===== src/rtl/afu_rd_arbiter.sv =====
// Round-robin arbiter sharing one CCI-P read-request path among NUM_REQ clients,
// with mdata tag allocation, response routing and drain sequencing. Optional stats: AFU_RD_ARB_STATS_EN.
module afu_rd_arbiter #(
    parameter int NUM_REQ = 4,
    parameter int TAG_W   = 6,
    parameter int MAX_OUT = 48
) (
    input  logic                    clk,
    input  logic                    spl_reset,
    input  logic                    arb_en,
    input  logic [NUM_REQ-1:0]      req_valid,
    input  logic [NUM_REQ*42-1:0]   req_addr,
    output logic [NUM_REQ-1:0]      req_ready,
    input  logic                    tx_almost_full,
    output logic                    cor_tx_rd_valid,
    output logic [41:0]             cor_tx_rd_addr,
    output logic [15:0]             tx_rd_tag,
    input  logic                    io_rx_rd_valid,
    input  logic [15:0]             io_rx_tag,
    input  logic [511:0]            io_rx_data,
    output logic [NUM_REQ-1:0]      rsp_valid,
    output logic [511:0]            rsp_data,
    output logic [TAG_W-1:0]        rsp_tag,
    output logic [TAG_W:0]          outstanding,
    output logic                    drained,
    output logic                    err_spurious
`ifdef AFU_RD_ARB_STATS_EN
    ,
    output logic [31:0]             stat_issued,
    output logic [31:0]             stat_completed,
    output logic [15:0]             stat_max_lat
`endif
);

    localparam int NTAG  = 1 << TAG_W;
    localparam int PTR_W = $clog2(NUM_REQ);
    localparam int OUT_W = TAG_W + 1;

    typedef enum logic [1:0] {
        ST_IDLE  = 2'd0,
        ST_RUN   = 2'd1,
        ST_DRAIN = 2'd2
    } state_t;

    state_t               state_q, state_d;
    logic [PTR_W-1:0]     rr_ptr_q, rr_ptr_d;
    logic [NTAG-1:0]      tag_busy_q, tag_busy_d;
    logic [PTR_W-1:0]     tag_owner_q [NTAG];
    logic [PTR_W-1:0]     tag_owner_d [NTAG];
    logic [OUT_W-1:0]     outstanding_q, outstanding_d;
    logic                 tx_valid_q, tx_valid_d;
    logic [41:0]          tx_addr_q, tx_addr_d;
    logic [TAG_W-1:0]     tx_tag_q, tx_tag_d;
    logic [NUM_REQ-1:0]   rsp_valid_q, rsp_valid_d;
    logic [511:0]         rsp_data_q, rsp_data_d;
    logic [TAG_W-1:0]     rsp_tag_q, rsp_tag_d;
    logic                 err_q, err_d;
    logic                 drained_q, drained_d;

    logic                 issue_ok_s;
    logic                 grant_found_s;
    logic [PTR_W-1:0]     grant_idx_s;
    logic [PTR_W-1:0]     cand_s;
    logic [41:0]          grant_addr_s;
    logic                 any_free_s;
    logic [TAG_W-1:0]     free_idx_s;
    logic                 accept_s;
    logic [TAG_W-1:0]     rx_idx_s;
    logic                 rx_hi_zero_s;
    logic                 rx_hit_s;

    // Rotating-priority grant search plus lowest-free-tag search.
    always_comb begin
        grant_found_s = 1'b0;
        grant_idx_s   = '0;
        cand_s        = '0;
        grant_addr_s  = '0;
        free_idx_s    = '0;
        for (int k = 0; k < NUM_REQ; k++) begin
            cand_s = PTR_W'((int'(rr_ptr_q) + k) % NUM_REQ);
            if (!grant_found_s && req_valid[cand_s]) begin
                grant_found_s = 1'b1;
                grant_idx_s   = cand_s;
            end else begin
                grant_found_s = grant_found_s;
            end
        end
        for (int i = 0; i < NUM_REQ; i++) begin
            grant_addr_s = (grant_idx_s == PTR_W'(i)) ? req_addr[i*42 +: 42] : grant_addr_s;
        end
        for (int t = NTAG - 1; t >= 0; t--) begin
            free_idx_s = tag_busy_q[TAG_W'(t)] ? free_idx_s : TAG_W'(t);
        end
    end

    assign any_free_s   = ~(&tag_busy_q);
    assign issue_ok_s   = (state_q == ST_RUN) && !tx_almost_full && any_free_s
                          && (outstanding_q < OUT_W'(MAX_OUT));
    assign accept_s     = issue_ok_s && grant_found_s;
    assign req_ready    = accept_s ? ({{(NUM_REQ-1){1'b0}}, 1'b1} << grant_idx_s) : '0;

    assign rx_idx_s     = io_rx_tag[TAG_W-1:0];
    assign rx_hi_zero_s = ((io_rx_tag >> TAG_W) == 16'd0);
    assign rx_hit_s     = io_rx_rd_valid && rx_hi_zero_s && tag_busy_q[rx_idx_s];

    // Next-state: FSM, tag table, issue and response registers.
    always_comb begin
        state_d       = state_q;
        rr_ptr_d      = rr_ptr_q;
        tag_busy_d    = tag_busy_q;
        tag_owner_d   = tag_owner_q;
        outstanding_d = outstanding_q;
        tx_valid_d    = accept_s;
        tx_addr_d     = tx_addr_q;
        tx_tag_d      = tx_tag_q;
        rsp_valid_d   = '0;
        rsp_data_d    = rsp_data_q;
        rsp_tag_d     = rsp_tag_q;
        err_d         = err_q;

        case (state_q)
            ST_IDLE:  state_d = arb_en ? ST_RUN : ST_IDLE;
            ST_RUN:   state_d = arb_en ? ST_RUN : ST_DRAIN;
            ST_DRAIN: begin
                if (arb_en) begin
                    state_d = ST_RUN;
                end else if (outstanding_q == '0) begin
                    state_d = ST_IDLE;
                end else begin
                    state_d = ST_DRAIN;
                end
            end
            default:  state_d = ST_IDLE;
        endcase

        if (rx_hit_s) begin
            tag_busy_d[rx_idx_s] = 1'b0;
            rsp_valid_d          = {{(NUM_REQ-1){1'b0}}, 1'b1} << tag_owner_q[rx_idx_s];
            rsp_data_d           = io_rx_data;
            rsp_tag_d            = rx_idx_s;
        end else begin
            err_d = err_q | io_rx_rd_valid;
        end

        // The allocated tag was free last cycle, so it never collides with the freed one.
        if (accept_s) begin
            tag_busy_d[free_idx_s]  = 1'b1;
            tag_owner_d[free_idx_s] = grant_idx_s;
            rr_ptr_d  = (grant_idx_s == PTR_W'(NUM_REQ - 1)) ? '0 : grant_idx_s + 1'b1;
            tx_addr_d = grant_addr_s;
            tx_tag_d  = free_idx_s;
        end else begin
            rr_ptr_d  = rr_ptr_q;
        end

        case ({accept_s, rx_hit_s})
            2'b10:   outstanding_d = outstanding_q + OUT_W'(1'b1);
            2'b01:   outstanding_d = outstanding_q - OUT_W'(1'b1);
            default: outstanding_d = outstanding_q;
        endcase

        drained_d = (state_d == ST_IDLE) && (outstanding_d == '0);
    end

    // State register with synchronous reset.
    always_ff @(posedge clk) begin
        if (spl_reset) begin
            state_q       <= ST_IDLE;
            rr_ptr_q      <= '0;
            tag_busy_q    <= '0;
            tag_owner_q   <= '{default: '0};
            outstanding_q <= '0;
            tx_valid_q    <= 1'b0;
            tx_addr_q     <= '0;
            tx_tag_q      <= '0;
            rsp_valid_q   <= '0;
            rsp_data_q    <= '0;
            rsp_tag_q     <= '0;
            err_q         <= 1'b0;
            drained_q     <= 1'b0;
        end else begin
            state_q       <= state_d;
            rr_ptr_q      <= rr_ptr_d;
            tag_busy_q    <= tag_busy_d;
            tag_owner_q   <= tag_owner_d;
            outstanding_q <= outstanding_d;
            tx_valid_q    <= tx_valid_d;
            tx_addr_q     <= tx_addr_d;
            tx_tag_q      <= tx_tag_d;
            rsp_valid_q   <= rsp_valid_d;
            rsp_data_q    <= rsp_data_d;
            rsp_tag_q     <= rsp_tag_d;
            err_q         <= err_d;
            drained_q     <= drained_d;
        end
    end

    assign cor_tx_rd_valid = tx_valid_q;
    assign cor_tx_rd_addr  = tx_addr_q;
    assign tx_rd_tag       = {{(16-TAG_W){1'b0}}, tx_tag_q};
    assign rsp_valid       = rsp_valid_q;
    assign rsp_data        = rsp_data_q;
    assign rsp_tag         = rsp_tag_q;
    assign outstanding     = outstanding_q;
    assign drained         = drained_q;
    assign err_spurious    = err_q;

`ifdef AFU_RD_ARB_STATS_EN
    logic [31:0] stat_issued_q, stat_issued_d;
    logic [31:0] stat_completed_q, stat_completed_d;
    logic [15:0] stat_max_lat_q, stat_max_lat_d;
    logic [15:0] cyc_q, cyc_d;
    logic [15:0] ts_q [NTAG];
    logic [15:0] ts_d [NTAG];
    logic [15:0] lat_s;

    // Timestamps record the issue cycle (accept + 1); latencies beyond 2^16 cycles alias.
    always_comb begin
        cyc_d            = cyc_q + 16'd1;
        ts_d             = ts_q;
        stat_issued_d    = stat_issued_q;
        stat_completed_d = stat_completed_q;
        stat_max_lat_d   = stat_max_lat_q;
        lat_s            = cyc_q - ts_q[rx_idx_s];
        if (accept_s) begin
            stat_issued_d    = stat_issued_q + 32'd1;
            ts_d[free_idx_s] = cyc_q + 16'd1;
        end else begin
            stat_issued_d    = stat_issued_q;
        end
        if (rx_hit_s) begin
            stat_completed_d = stat_completed_q + 32'd1;
            stat_max_lat_d   = (lat_s > stat_max_lat_q) ? lat_s : stat_max_lat_q;
        end else begin
            stat_completed_d = stat_completed_q;
        end
    end

    // Statistics registers.
    always_ff @(posedge clk) begin
        if (spl_reset) begin
            cyc_q            <= '0;
            ts_q             <= '{default: '0};
            stat_issued_q    <= '0;
            stat_completed_q <= '0;
            stat_max_lat_q   <= '0;
        end else begin
            cyc_q            <= cyc_d;
            ts_q             <= ts_d;
            stat_issued_q    <= stat_issued_d;
            stat_completed_q <= stat_completed_d;
            stat_max_lat_q   <= stat_max_lat_d;
        end
    end

    assign stat_issued    = stat_issued_q;
    assign stat_completed = stat_completed_q;
    assign stat_max_lat   = stat_max_lat_q;
`endif

endmodule


===== config.mk =====
export PLATFORM = sky130hd
export DESIGN_NAME = afu_rd_arbiter
export DESIGN_NICKNAME = d
export VERILOG_FILES = /design/src/rtl/afu_rd_arbiter.sv
export SDC_FILE = /design/constraint.sdc
export NUM_CORES = 2
export LEC_CHECK = 0
export ABC_AREA = 1
export CORE_AREA = 2 2 512 514
export DETAILED_ROUTE_END_ITERATION = 10
export DIE_AREA = 0 0 514 516
export HOLD_SLACK_MARGIN = 0.08
export PLACE_DENSITY = 0.3
export SLEW_MARGIN = 10
export SYNTH_ARGS = -nofsm -noshare
export SYNTH_HDL_FRONTEND = slang
export SYNTH_SLANG_ARGS = --single-unit

===== constraint.sdc =====
create_clock -name clk -period 8.46 [get_ports clk]
set_clock_uncertainty 0.05 [all_clocks]
set_input_delay 0.846 -clock clk [delete_from_list [all_inputs] [get_ports clk]]
set_output_delay 0.846 -clock clk [all_outputs]
set_load 0.02 [all_outputs]

**After elaboration in Yosys (flattened, before gate mapping)**

Cells that the tools add are included.

- Input bits: 705
- Latch bits: 0
- Bits in read-only memories: 0
- Memory bits (writable): 0
- Flip-flop bits (word level): 776
- Memories kept: 0

- Div/mod/pow operators: 0
- Reductions and logical operators: 25
- Bitwise operators: 8
- Multipliers: 0
- Add/sub/neg operators: 6
- Shifts and indexed selects: 2
- Equal/unequal tests: 7
- Mux-type cells: 74
- Order comparisons: 12

Operator list:

| cell | count |
|---|---|
| 6-bit 2-to-1 mux | 32 |
| 42-bit 2-to-1 mux | 4 |
| 128-bit bitwise mux | 1 |
| 64-bit 2-to-1 mux | 2 |
| 64-bit AND | 1 |
| 64-bit NOT | 1 |
| 64-bit OR | 1 |
| 64-bit AND reduction | 1 |
| 2-bit 2-to-1 mux | 11 |
| 16-bit logical NOT | 1 |
| 7-bit >= comparator, second input constant | 2 |
| 7-bit logical NOT | 2 |
| 6-bit by 7-bit less-than comparator with 1-bit output, second input constant | 2 |
| 6-bit NOT with 7-bit output | 2 |
| 7-bit one-hot mux with 2 select lines | 1 |
| 1-bit logical AND | 13 |
| 2-bit binary-select mux with 6-bit select | 1 |
| 1-bit demux with 6-bit select | 2 |
| 2-bit demux with 6-bit select | 1 |
| 6-bit by 1-bit >= comparator with 1-bit output, second input constant | 2 |
| 2-bit by 3-bit less-than comparator with 1-bit output, second input constant | 4 |
| 1-bit 2-to-1 mux | 12 |
| 1-bit binary-select mux with 2-bit select | 4 |
| 2-bit == test, second input constant | 4 |
| other kinds (16) | 27 |

**Longest topological paths before layout**

- Depth in word-level cells: 38
- Mapped depth: 35

**Worst setup path before layout**

Ideal clock, no wire load.

- Path kind: input-to-reg
- Start: in io_rx_tag[0]
- End: reg drained_q, in the netlist drained
- Arrival: 4244 ps
- Cell stages on the path: 25
- Path buffers: 3
- Path slack: 4043 ps
- Data required time: 8287 ps
- Library setup time: 123 ps
- Cell sequence: nor3_1 > clkbuf_1 > a221oi_1 > nand4_1 > o21ai_0 > nand4_1 > nand2_1 > inv_2 > buf_4 > buf_4 > ha_1 > inv_1 > fa_1 > inv_1 > a21oi_1 > o21bai_1 > inv_1 > nor2_1 > nor2_1 > nor2_1 > nor2_1 > nand2_1 > nand3_1 > xor2_1 > nor3b_1

- Cells in the longest elaborated chain, start to end: 7

RTL lines:

| what | RTL line | source |
|---|---|---|
| from (decl) | 19 | `input logic [15:0] io_rx_tag,` |
| 1-bit binary-select mux with 6-bit select * | 104 | `assign rx_hit_s = io_rx_rd_valid && rx_hi_zero_s && tag_busy_q[rx_idx_s];` |
| 1-bit 2-to-1 mux (implied by the code) * | 104 |  |
| 1-bit logical AND * | 104 |  |
| via rx_hit_s | 70 | `logic rx_hit_s;` |
| 2-bit by 1-bit == test with 1-bit output / 2-bit == test (equally long branches) | 156 | `case ({accept_s, rx_hit_s})` |
| 7-bit one-hot mux with 2 select lines * | 156 |  |
| 7-bit logical NOT * | 162 | `drained_d = (state_d == ST_IDLE) && (outstanding_d == '0);` |
| 1-bit logical AND * | 162 |  |
| to (signal assigned) | 194 | `drained_q <= drained_d;` |
| to (decl) | 58 | `logic drained_q, drained_d;` |

The timed path passes the listed nets; every way through them passes the cells marked *. The select of a mux whose other input is x is not followed.
A chain may end at the register's enable or synchronous reset.

**Worst setup path in the final report**

- Start: in io_rx_tag[1]
- End: reg drained_q, in the netlist drained

- Cells in the longest elaborated chain, start to end: 7

RTL lines:

| what | RTL line |
|---|---|
| 1-bit binary-select mux with 6-bit select * | 104 |
| 1-bit 2-to-1 mux (implied by the code) * | 104 |
| 1-bit logical AND * | 104 |
| 2-bit by 1-bit == test with 1-bit output / 2-bit == test (equally long branches) | 156 |
| 7-bit one-hot mux with 2 select lines * | 156 |
| 7-bit logical NOT * | 162 |
| 1-bit logical AND * | 162 |

Every way passes the cells marked *; elsewhere a longest branch is shown, timed or not. The select of a mux whose other input is x is not followed.

==> flow_summary.yaml <==
clock_network:
  cts_sinks: 711
  clk_latency_ns: 0.74
  root_buffer: "clkbuf_16"
  cts-buffers-inserted: 104
  cts_tree: "built"
  postCtsSetupBuffers: 0
  clk_path_buf_depth: 3
  htreeDepth: 3
  clkSlewWorstSetupHoldPaths_ns: 0.06
  holdBufCountCts: 0
  cts_resized: 0
die:
  top_level_ports: 1299
  die_x_um: 514
  fp-row-count: 187
  die_area_um2: 265000
  fp.dieH_um: 516
  start_util_pct: 10.7
  core_um2: 259000
synthesis:
  yosys.cell_types.count: 47
  synthFlopType: "dfxtp_1"
  netlist.area_leader.share_pct: 51.1
  yosys.area.top_type: "dfxtp_1"
  synth_seq_cells: 711
  yosys_warnings: 0
  seq_area_frac_synth_pct: 51.1
  synthTopCellsByCount: "1219 x nor2_1, 711 x dfxtp_1, 491 x o21ai_0, 285 x nand2_1, 170 x inv_1"
  synth.most_common_cell: "nor2_1"
  avgSynthCellArea_um2: 7.49
  async_flop_share_pct: 0
  synth_edf_count: 0
  synth_area_um2: 27800
  syn_inst: 3716
  synth.area.top_cells: "dfxtp_1 51%, nor2_1 16%, o21ai_0 8.8%, nand2_1 3.8%, inv_1 2.3%"
detailed_routing:
  drtAntennaViolNets: 0
  drt_wl_total_um: 206000
  vias: 30500
  drt_iter0_markers: 2130
  drcViolationCount: 0
  wl_per_cell_um: 24.5
  dr.pass1.iters: 6
  viasPerCell: 3.63
power:
  p_per_area_nw_per_um2: 186
  ir_drop_v: 0.000162
  pwr-share-comb_pct: 10.5
  clockPowerShare_pct: 51.4
  p_leak_nw: 16.1
  p_sw_mw: 2.39
  p_int_mw: 6.50
  seqPwrFrac_pct: 38.1
  report.power.total_mw: 8.88
  switching_share_pct: 26.9
place:
  dpl.hpwl_um: 160000
  io_buffers: 1287
  numPlacedInstances: 8187
  gp_congestion: 0.854
finish:
  drive_above_1_share_pct: 4.93
  fin_util_pct: 18.4
  nets: 5607
  area_growth_pct: 71.4
  layout.cells.non_filler: 8403
grt:
  grt_max_degree: 196
  overflow: 0
  grt_pass1_vias: 29700
  grt.total_usage_pct: 14.7
  grt_antenna_before_repair: 69
  grt_pass1_wl_um: 269000
sta:
  period_minus_slack_ns: 5.77
  hold_viol_final: 0
  fin_setup_tns_ns: 0
  tightest_slew_ns: 1.28
  max_freq_mhz: 173
  setup_violations: 0
  maxSlewViolCount: 0
  grt_setup_unrepaired: "no"
  relSlewSlack_pct: 15.0
  min_period_over_period_pct: 68.2
critical_path:
  cp_max_fo: 56
  end_kind: "flop"
  critPathBufInv: 7
  required_ns: 9.06
  slowest_delay_ns: 0.56
  crit_slowest_cell: "clkdlybuf4s50_1"
  path_delay_family: "buffers and inverters"
  criticalPathCategory: "primary input to flop"
  crit_arrival_ns: 6.37
  cp-start-kind: "primary input"
  crit_top_cell: "nor2_1"
outcome:
  status: "finished, final reports clean"
min_path:
  hp-class: "flop to flop"
run:
  max_cap_violations: 0
[power by group through the flow]
stage               Clock [mW]  Sequential (mW)  Combinational [mW]
finish                    4.57             3.38               0.931
floorplan                    0             3.47               0.333
detailed placement           0             3.46               0.941
global placement             0             3.46               0.948
CTS                       4.80             3.38               0.947
global route              4.89             3.38                1.01
[cells in the final DEF (no fill, tap or decap), types with 42 or more instances in the layout]
master,Yosys,routed
dfxtp_1,711,711
o21ai_0,491,491
clkdlybuf4s50_1,0,1286
nand2_1,285,285
clkbuf_16,0,104
nand3_1,83,82
nor2_1,1219,1216
o21ai_1,98,98
inv_1,170,168
a21oi_1,81,81
a31oi_1,42,42
[worst reg2reg max path, cell delays in order (launching register included)]
cell and delay, ns:
dfxtp_1 0.40, nand4_1 0.13, nor4_1 0.43, nand3_1 0.17
nor4_1 0.68, nand2_1 0.30, nand3_2 0.63, ha_1 0.44
inv_1 0.11, fa_1 0.37, inv_1 0.09, a21oi_1 0.07
o21bai_1 0.17, inv_1 0.05, nor2_1 0.12, nor2_1 0.05
nor2_1 0.12, o21ai_0 0.09, nand3_1 0.10, xor2_1 0.18
nor3b_1 0.22
[through the flow]
stage / worst slack, ns / hold WS, ns / area, um2
finish: 2.69 / 0.406 / 47700
global route: 2.24 / 0.427 / 47700
CTS: 2.83 / 0.410 / 47700
detailed placement: 2.02 / 0.398 / 44200
global placement: 1.97 / 0.397 / 44200
floorplan: 4.04 / 0.380 / 27900
[kinds of logic (layout without fill, tap and decap cells)]
| group | count (synthesis) | count (layout) | share of synthesized area (%) |
|---|---|---|---|
| buffers and inverters | 455 | 1703 | 7.19 |
| other | 1 | 38 | 0.0135 |
| XOR/XNOR | 3 | 3 | 0.0944 |
| flip-flops | 711 | 711 | 51.1 |
| adder cells (fa/ha/maj) | 11 | 11 | 0.521 |
| AND/OR/NAND/NOR | 1679 | 1679 | 24.0 |
| AO/OA/AOI/OAI | 856 | 856 | 17.1 |
[area by class of cell]
type,count,area (um2)
Timing Repair Buffer,1331,13300
Fill cell,29200,212000
Clock buffer,159,3060
Inverter,183,702
Sequential cell,711,14200
Multi-Input combinational cell,2560,11700
Tap cell,3402,4260
Antenna cell,27,67.6
Clock inverter,30,448
[flip-flops by register name, indices dropped and copies added (netlist names)]
signal           cells
tx_tag_q             5
rsp_valid            4
tag_busy_q          64
tag_owner_q         64
cor_tx_rd_valid      1
cor_tx_rd_addr      42
rsp_tag              6
rsp_data           512
drained              1
outstanding          7
rr_ptr_q             2
err_spurious         1
state_q              2
[routing by layer]
layer  wire [um]  global-route usage (%)  up-vias
met5         195                       0        -
li1            -                       -    14600
met2       97900                    24.9     1215
met3       19700                    5.44      269
met4        4690                    3.62       30
met1       83000                    17.5    14400
[worst paths after layout]
path | startpoint | cells past startpoint | endpoint | slack [ns]
max | io_rx_tag[1] | 25 | drained | 2.69
min reg2reg | tag_busy_q[58] | 2 | tag_busy_q[58] | 0.41
min | tag_busy_q[58] | 2 | tag_busy_q[58] | 0.41
max reg2reg | tag_busy_q[37] | 20 | drained | 3.39
Power figures use the tool's default switching activity.
